==> config.mk <==
export PLATFORM = sky130hd
export DESIGN_NAME = bit_serializer
export DESIGN_NICKNAME = d
export VERILOG_FILES = /design/src/rtl/bit_serializer_pkg.sv /design/src/rtl/bit_tick_div.sv /design/src/rtl/bit_serializer.sv
export SDC_FILE = /design/constraint.sdc
export NUM_CORES = 1
export LEC_CHECK = 0
export CORE_MARGIN = 8
export CORE_UTILIZATION = 50
export DETAILED_ROUTE_END_ITERATION = 6
export PLACE_DENSITY = 0.77
export SETUP_SLACK_MARGIN = 0.15
export SYNTH_ARGS = -nofsm -noshare
export SYNTH_HDL_FRONTEND = slang
export SYNTH_SLANG_ARGS = --single-unit
==> constraint.sdc <==
create_clock -name clk -period 1.81 [get_ports clk]
set_input_delay 0.181 -clock clk [delete_from_list [all_inputs] [get_ports clk]]
set_output_delay 0.181 -clock clk [all_outputs]
set_load 0.1 [all_outputs]
==> src/rtl/bit_serializer_pkg.sv <==
// ---------------------------------------------------------------------------
// ser_pkg: shared definitions for the bit_serializer block.
//   - state_t   : serializer FSM state encoding (S_DONE has its own code)
//   - DEF_WIDTH : default word length
//   - DEF_DIV   : default clock cycles per serial bit
//   - cnt_w()   : counter width helper, never narrower than 1 bit
// ---------------------------------------------------------------------------
package ser_pkg;

    localparam int DEF_WIDTH = 8;
    localparam int DEF_DIV   = 1;

    typedef enum logic [1:0] {
        S_IDLE  = 2'b00,
        S_SHIFT = 2'b01,
        S_DONE  = 2'b10
    } state_t;

    // Bits needed to hold the values 0 .. n-1, with a 1-bit minimum so a
    // counter for n=1 still has a legal vector width.
    function automatic int cnt_w(input int n);
        if (n <= 2) begin
            return 1;
        end
        return $clog2(n);
    endfunction

endpackage

==> src/rtl/bit_tick_div.sv <==
// ---------------------------------------------------------------------------
// bit_tick_div: loadable down-counter that times one serial bit.
// Loading sets the count to DIV-1; the counter then decrements to zero and
// parks there. tick is high whenever the count is zero, i.e. in the last
// cycle of the current bit.
//
// Ports:
//   clk   in   system clock
//   rst   in   synchronous active-high reset (count -> 0)
//   load  in   restart the bit period (count -> DIV-1)
//   tick  out  terminal count: current bit ends this cycle
// ---------------------------------------------------------------------------
module bit_tick_div
    import ser_pkg::*;
#(
    parameter int DIV = DEF_DIV
) (
    input  logic clk,
    input  logic rst,
    input  logic load,
    output logic tick
);

    localparam int             DW     = cnt_w(DIV);
    localparam logic [DW-1:0]  RELOAD = DW'(DIV - 1);

    logic [DW-1:0] div_cnt;

    always_ff @(posedge clk) begin
        if (rst) begin
            div_cnt <= '0;
        end else if (load) begin
            div_cnt <= RELOAD;
        end else if (div_cnt != '0) begin
            div_cnt <= div_cnt - DW'(1);
        end
    end

    assign tick = (div_cnt == '0);

endmodule

==> src/rtl/bit_serializer.sv <==
// ---------------------------------------------------------------------------
// bit_serializer: parallel-to-serial stage feeding a serial pattern detector.
// A WIDTH-bit word is accepted on a load_valid/load_ready handshake and sent
// MSB first on ser_out, each bit held for DIV clocks. After the last bit a
// one-cycle S_DONE state pulses done, then the block returns to S_IDLE.
//
// Handshake: a word transfers on a rising edge where load_valid and
// load_ready are both high. load_ready is high only in S_IDLE and never
// while rst is asserted; load_valid at any other time is ignored and
// load_data is only sampled on the transfer edge.
//
// Optional feature (macro SER_LOOP_EN): adds input loop. When loop is high
// as the last bit ends, the captured word is replayed from a shadow copy
// with no gap and no done pulse.
//
// Ports:
//   clk         in   system clock, rising edge
//   rst         in   synchronous active-high reset
//   loop        in   (SER_LOOP_EN only) replay the word continuously
//   load_valid  in   load_data is valid
//   load_ready  out  block can accept a word
//   load_data   in   WIDTH-bit word to serialize
//   ser_out     out  serial stream, MSB first; IDLE_LVL when not shifting
//   bit_stb     out  pulse in the first cycle of every bit
//   busy        out  high in every S_SHIFT cycle
//   done        out  pulse in the cycle after the last bit
// ---------------------------------------------------------------------------
module bit_serializer
    import ser_pkg::*;
#(
    parameter int   WIDTH    = DEF_WIDTH,
    parameter int   DIV      = DEF_DIV,
    parameter logic IDLE_LVL = 1'b0
) (
    input  logic             clk,
    input  logic             rst,
`ifdef SER_LOOP_EN
    input  logic             loop,
`endif
    input  logic             load_valid,
    output logic             load_ready,
    input  logic [WIDTH-1:0] load_data,
    output logic             ser_out,
    output logic             bit_stb,
    output logic             busy,
    output logic             done
);

    localparam int            BW       = cnt_w(WIDTH);
    localparam logic [BW-1:0] LAST_IDX = BW'(WIDTH - 1);

    state_t           state, state_nxt;
    logic [WIDTH-1:0] shift_reg, shift_nxt;
    logic [BW-1:0]    bit_cnt, bit_cnt_nxt;
    logic             ser_out_nxt, bit_stb_nxt, busy_nxt, done_nxt;
    logic             div_load, div_tick;
    logic             handshake;

`ifdef SER_LOOP_EN
    logic [WIDTH-1:0] shadow_reg;
`endif

    assign load_ready = (state == S_IDLE) & ~rst;
    assign handshake  = load_valid & load_ready;

    bit_tick_div #(
        .DIV (DIV)
    ) u_tick (
        .clk  (clk),
        .rst  (rst),
        .load (div_load),
        .tick (div_tick)
    );

    always_comb begin
        state_nxt   = state;
        shift_nxt   = shift_reg;
        bit_cnt_nxt = bit_cnt;
        ser_out_nxt = ser_out;
        bit_stb_nxt = 1'b0;
        busy_nxt    = busy;
        done_nxt    = 1'b0;
        div_load    = 1'b0;

        case (state)
            S_IDLE: begin
                ser_out_nxt = IDLE_LVL;
                busy_nxt    = 1'b0;
                if (handshake) begin
                    state_nxt   = S_SHIFT;
                    shift_nxt   = load_data;
                    bit_cnt_nxt = LAST_IDX;
                    ser_out_nxt = load_data[WIDTH-1];
                    bit_stb_nxt = 1'b1;
                    busy_nxt    = 1'b1;
                    div_load    = 1'b1;
                end
            end

            S_SHIFT: begin
                busy_nxt = 1'b1;
                if (div_tick) begin
                    if (bit_cnt != '0) begin
                        // Rotate rather than zero-fill: only the top bit is
                        // ever driven out, and the bits wrapping around to
                        // the bottom are never reached before the word ends.
                        shift_nxt   = {shift_reg[WIDTH-2:0], shift_reg[WIDTH-1]};
                        bit_cnt_nxt = bit_cnt - BW'(1);
                        ser_out_nxt = shift_reg[WIDTH-2];
                        bit_stb_nxt = 1'b1;
                        div_load    = 1'b1;
                    end else begin
`ifdef SER_LOOP_EN
                        if (loop) begin
                            shift_nxt   = shadow_reg;
                            bit_cnt_nxt = LAST_IDX;
                            ser_out_nxt = shadow_reg[WIDTH-1];
                            bit_stb_nxt = 1'b1;
                            div_load    = 1'b1;
                        end else begin
                            state_nxt   = S_DONE;
                            ser_out_nxt = IDLE_LVL;
                            busy_nxt    = 1'b0;
                            done_nxt    = 1'b1;
                        end
`else
                        state_nxt   = S_DONE;
                        ser_out_nxt = IDLE_LVL;
                        busy_nxt    = 1'b0;
                        done_nxt    = 1'b1;
`endif
                    end
                end
            end

            S_DONE: begin
                state_nxt   = S_IDLE;
                ser_out_nxt = IDLE_LVL;
                busy_nxt    = 1'b0;
            end

            default: begin
                state_nxt   = S_IDLE;
                ser_out_nxt = IDLE_LVL;
                busy_nxt    = 1'b0;
            end
        endcase
    end

    always_ff @(posedge clk) begin
        if (rst) begin
            state     <= S_IDLE;
            shift_reg <= '0;
            bit_cnt   <= '0;
            ser_out   <= IDLE_LVL;
            bit_stb   <= 1'b0;
            busy      <= 1'b0;
            done      <= 1'b0;
        end else begin
            state     <= state_nxt;
            shift_reg <= shift_nxt;
            bit_cnt   <= bit_cnt_nxt;
            ser_out   <= ser_out_nxt;
            bit_stb   <= bit_stb_nxt;
            busy      <= busy_nxt;
            done      <= done_nxt;
        end
    end

`ifdef SER_LOOP_EN
    always_ff @(posedge clk) begin
        if (rst) begin
            shadow_reg <= '0;
        end else if (handshake) begin
            shadow_reg <= load_data;
        end
    end
`endif

endmodule

# ---- Word level (Yosys, flattened, before mapping)
# Cells that the tools add are included.
dict set report word_totals {
  register_bits 18
  latch_bits 0
  ram_bits 0
  mem_bits_ro 0
  inputBits 11
  out_inout_bits 5
  word_cells 50
  n_memories 0
}
dict set report op_classes {
  n_addsub 2
  n_mul 0
  div_mod_pow 0
  magnitude_cmp 0
  n_eq_ne 5
  shifts 0
  mux 23
  bitwise_logic 5
  n_reduce_logical 7
}
# operator n
set op_table {}
lappend op_table {{$mux W8} 3}
lappend op_table {{$pmux W8 S2} 1}
lappend op_table {{$mux W3} 3}
lappend op_table {{$mux W1} 8}
lappend op_table {{$ne A2 B2 Y1 const B} 4}
lappend op_table {{$mux W2} 3}
lappend op_table {{$pmux W1 S2} 3}
lappend op_table {{$pmux W3 S2} 1}
lappend op_table {{$reduce_or A3 Y1} 2}
lappend op_table {{$pmux W2 S2} 1}
lappend op_table {{$reduce_and A4 Y1} 1}
lappend op_table {{$not A1 Y1} 3}
lappend op_table {{$reduce_and A3 Y1} 1}
lappend op_table {{$reduce_bool A3 Y1} 1}
lappend op_table {{$sub A3 B1 Y3 const B} 1}
lappend op_table {{$and A1 B1 Y1} 2}
lappend op_table {{$eq A2 B1 Y1 const B} 1}
lappend op_table {{$logic_not A2 Y1} 1}
lappend op_table {{$reduce_bool A2 Y1} 1}
lappend op_table {{$sub A1 B1 Y1 const B} 1}

# ---- Logic depth before layout (Yosys ltp)
dict set report logic_depth {
  depth_word 6
  depth_mapped 8
  depth_no_buf 6
}

# ---- Hierarchy
# From an unflattened synthesis, not the netlist that was laid out.
dict set report hier_totals {
  hier_cells 81
  hier_area_um2 955.9
}
# module instances cells_each area_per_inst_um2 seq_area_each_um2
set modules_own_cells {}
lappend modules_own_cells {bit_serializer 1 78 928.4 340.3}
lappend modules_own_cells {bit_tick_div 1 3 27.5 20.0}

# ---- Worst setup path after synthesis
# OpenSTA, ideal clock, no wires.
dict set report synth_path {
  path_kind {register -> output}
  startpoint {register state[1]}
  endpoint {output load_ready}
  arrival_time_ps 2008
  required_time_ps 1629
  path_slack_ps -379
  path_stages_with_launch 4
  path_buffers 1
  path_cell_list {dfxtp_1 or2_2 clkbuf_1 nor2_1}
}
dict set report synth_between {
  elab_chain_cells 2
}
# item line_no
set synth_lines {}
lappend synth_lines {{from (decl)} bit_serializer.sv:52} ;# state_t state, state_nxt;
lappend synth_lines {{from (signal assigned)} bit_serializer.sv:160} ;# state <= state_nxt;
lappend synth_lines {{$logic_not A2 Y1} bit_serializer.sv:63} ;# assign load_ready = (state == S_IDLE) & ~rst;
lappend synth_lines {{$and A1 B1 Y1} bit_serializer.sv:63}
lappend synth_lines {{to (decl)} bit_serializer.sv:41} ;# output logic load_ready,
# Every way passes these cells.

# ---- Final worst setup path
dict set report layout_path {
  startpoint {register bit_cnt[0]}
  endpoint {register shift_reg[2]}
}
dict set report layout_between {
  elab_chain_cells 3
}
# item line_no
set layout_lines {}
lappend layout_lines {{from (decl)} bit_serializer.sv:54} ;# logic [BW-1:0] bit_cnt, bit_cnt_nxt;
lappend layout_lines {{from (signal assigned)} bit_serializer.sv:162} ;# bit_cnt <= bit_cnt_nxt;
lappend layout_lines {{$reduce_bool A3 Y1} bit_serializer.sv:103} ;# if (bit_cnt != '0) begin
lappend layout_lines {{$ne A2 B2 Y1 (no line)} -}
lappend layout_lines {{$reduce_and A4 Y1 (no line)} -}
lappend layout_lines {{to (signal assigned)} bit_serializer.sv:161} ;# shift_reg <= shift_nxt;
lappend layout_lines {{to (decl)} bit_serializer.sv:53} ;# logic [WIDTH-1:0] shift_reg, shift_nxt;
# Every way passes these cells.
# A chain may end at the register's enable or synchronous reset.

==> metrics.csv <==
metric,value,unit
io_pins,16,
ys_ff_latch,18,
fin_total_pwr,1.01,mW
ys_seq_area_share,40.6,%
critPathArrivalTime,1750,ps
cpMaxStageDelayCell,dfxtp_1,
syn_area_per_cell,10.3,µm²
r2r_cells,7,
period_minus_slack,1560,ps
globalRouteOverflowTotal,0,
cp_max_fo,9,
r2r_slack,250,ps
hold_depth,2,
wl_per_cell,14.7,µm
leakagePower,0.406,nW
synth.distinct_cells,25,
synthCells,86,
status,"complete, no violations",
setup_viol,0,
cts_inserted_buffers,3,
htreeDepth,1,
finalMaxSlewViolations,0,
die_w,58.1,µm
fp.coreArea,1690,µm²
routed_wl,1760,µm
period_share,86.0,%
dr.first_iter.drc_count,7,
hold_violations,0,
syn_area,887,µm²
irDropWorstVdd,558,µV
holdCritPathClass,flip-flop to flip-flop,
clk_pin_slew,100,ps
min_to,ser_out,
rsz0062_at_grt,no,
antenna_cells,0,
ant_nets,0,
synth_fp_nets,99,
clk_latency,280,ps
start_util,52.5,%
std_cell_rows,15,
antenna_found_initial,0,
area_growth,23.3,%
largest_reg_flops,8,
clockBufferDepth,2,
place_hpwl,1170,µm
worst_r2r_endpoint,shift_reg[2],
drive_above_1_share,29.1,%
grt_pass1_wl,2770,µm
first_pass_iters,4,
path_cells,inv_2 -> ha_2 -> nand2b_4 -> a22o_4 -> buf_4 -> buf_4 -> a311oi_2,
grt_pass1_vias,632,
cts_root_buf,clkbuf_4,
fin_nets,117,
p_per_area,927,nW/µm²
cts_tree,built,
die_area,3380,µm²
r2r_start,bit_cnt[0],
numClockSinks,18,
end_kind,flip-flop,
yosys_warnings,0,
die_height,58.1,µm
tns,0,ps
drv_cap,0,
avgViaCountPerCell,5.85,
crit_family,compound AO/OA/AOI/OAI gates,
hold_path_startpoint,ser_out,
path_buf_inv,3,
drc_errors,0,
grt_max_degree,20,
groute.usage.overall,10.0,%
io_buffers,15,
routabilityCongestion,0.772,
critPathMaxStageDelay,330,ps
crit_type,flip-flop to flip-flop,
crit_top_cell,buf_4,
fmax,642,MHz
via_count,702,
crit_required,2010,ps
fin_skew,1.19,ps
cp-start-kind,flip-flop,
-- report_power, final --
group | total, mW | switching, mW | internal (mW)
sequential | 0.458 | 0.0228 | 0.435
combinational | 0.322 | 0.192 | 0.130
clock | 0.234 | 0.112 | 0.122
total | 1.01 | 0.326 | 0.688
-- through the flow --
stage                     worst slack, ps  instance area, µm²  utilization [%]  hold WS, ps  cells
after floorplan                       335                 895                -          284     86
after global placement                321                1020             60.7          478    113
after detailed placement              258                1020             60.7          489    113
after CTS                             233                1060             62.8          503    117
after global routing                  162                1090             64.7          524    120
final                                 253                1090             64.7          504    120
-- layer usage --
metal / GRT usage, % / routed length (µm) / up-vias
met5: 0 / 0 / -
met4: 4.20 / 34 / 0
met3: 2.43 / 80 / 4
met2: 16.2 / 869 / 17
met1: 12.3 / 775 / 330
li1: - / - / 351
-- what timing repair did --
item	in CTS	in global routing
setup endpoints to repair	0	8
hold buffers	0	0
gates resized for setup	0	4
buffers inserted	0	3
endpoints found under the hold margin	0	0
-- logic make-up after synthesis --
kind of cell | share of synthesized area, %
AO/OA/AOI/OAI | 27.6
AND/OR/NAND/NOR | 11.0
flip-flops | 40.6
buffers and inverters | 8.46
multiplexers | 9.03
adder cells (fa/ha/maj) | 2.82
other | 0.423
-- worst max path at each step --
stage,start,endpoint,depth (start not counted)
floorplan,bit_cnt[0],bit_cnt[2],8
global placement,bit_cnt[0],shift_reg[2],6
detailed placement,bit_cnt[0],bit_cnt[1],6
CTS,bit_cnt[0],bit_cnt[1],6
global route,bit_cnt[1],shift_reg[2],7
finish,bit_cnt[0],shift_reg[2],7
-- placed cells by master (no fill, tap or decap) --
| cell | instances |
|---|---|
| nor3_1 | 2 |
| ha_1 | 1 |
| clkdlybuf4s50_1 | 10 |
| clkbuf_8 | 1 |
| mux2i_1 | 8 |
| nor2b_4 | 1 |
| buf_4 | 10 |
| nor2_4 | 1 |
| a311oi_1 | 1 |
| dfxtp_1 | 18 |
| a21oi_1 | 13 |
| or2_2 | 1 |
| a221oi_1 | 1 |
| o21ai_0 | 2 |
| nor2_1 | 4 |
| a211oi_1 | 1 |
| a22o_4 | 1 |
| conb_1 | 1 |
| clkbuf_4 | 3 |
| nand2_1 | 3 |
| nand2b_1 | 2 |
| buf_12 | 1 |
| ha_2 | 1 |
| nand3_1 | 2 |
| o31ai_1 | 1 |
| nand2b_4 | 1 |
| nand4b_1 | 1 |
| inv_1 | 2 |
| inv_2 | 1 |
| a311oi_2 | 8 |
-- synth_stat cells (all sizes together) --
library cell   n  share of area, %
dfxtp         18                41
a21oi         13               7.3
a311oi         9                15
mux2i          8               9.0
buf            5               5.9
nor2           5               2.1
clkbuf         3               1.3
inv            3               1.3
nand2          3               1.3
nand2b         3               2.1
ha             2               2.8
nand3          2               1.1
nor3           2               1.1
o21ai          2               1.1
a211oi         1              0.85
a221oi         1              0.99
a22o           1               2.0
conb           1              0.42
nand4b         1              0.99
nor2b          1               1.6
o31ai          1              0.85
or2            1              0.71
-- worst reg2reg max path: stages, from the launching register on --
cell and delay, ps:
dfxtp_1 330, inv_2 70, ha_2 190, nand2b_4 80, a22o_4 260, buf_4 180, buf_4 150, a311oi_2 220
-- area by class of cell --
type / instances / area, µm²
tap: 17 / 21.3
clock buffer: 4 / 36.3
fill: 137 / 596
multi-input combinational: 57 / 469
sequential: 18 / 360
inverter: 3 / 11.3
timing repair buffer: 21 / 195
Note: power is estimated with default switching activity, not from simulation.
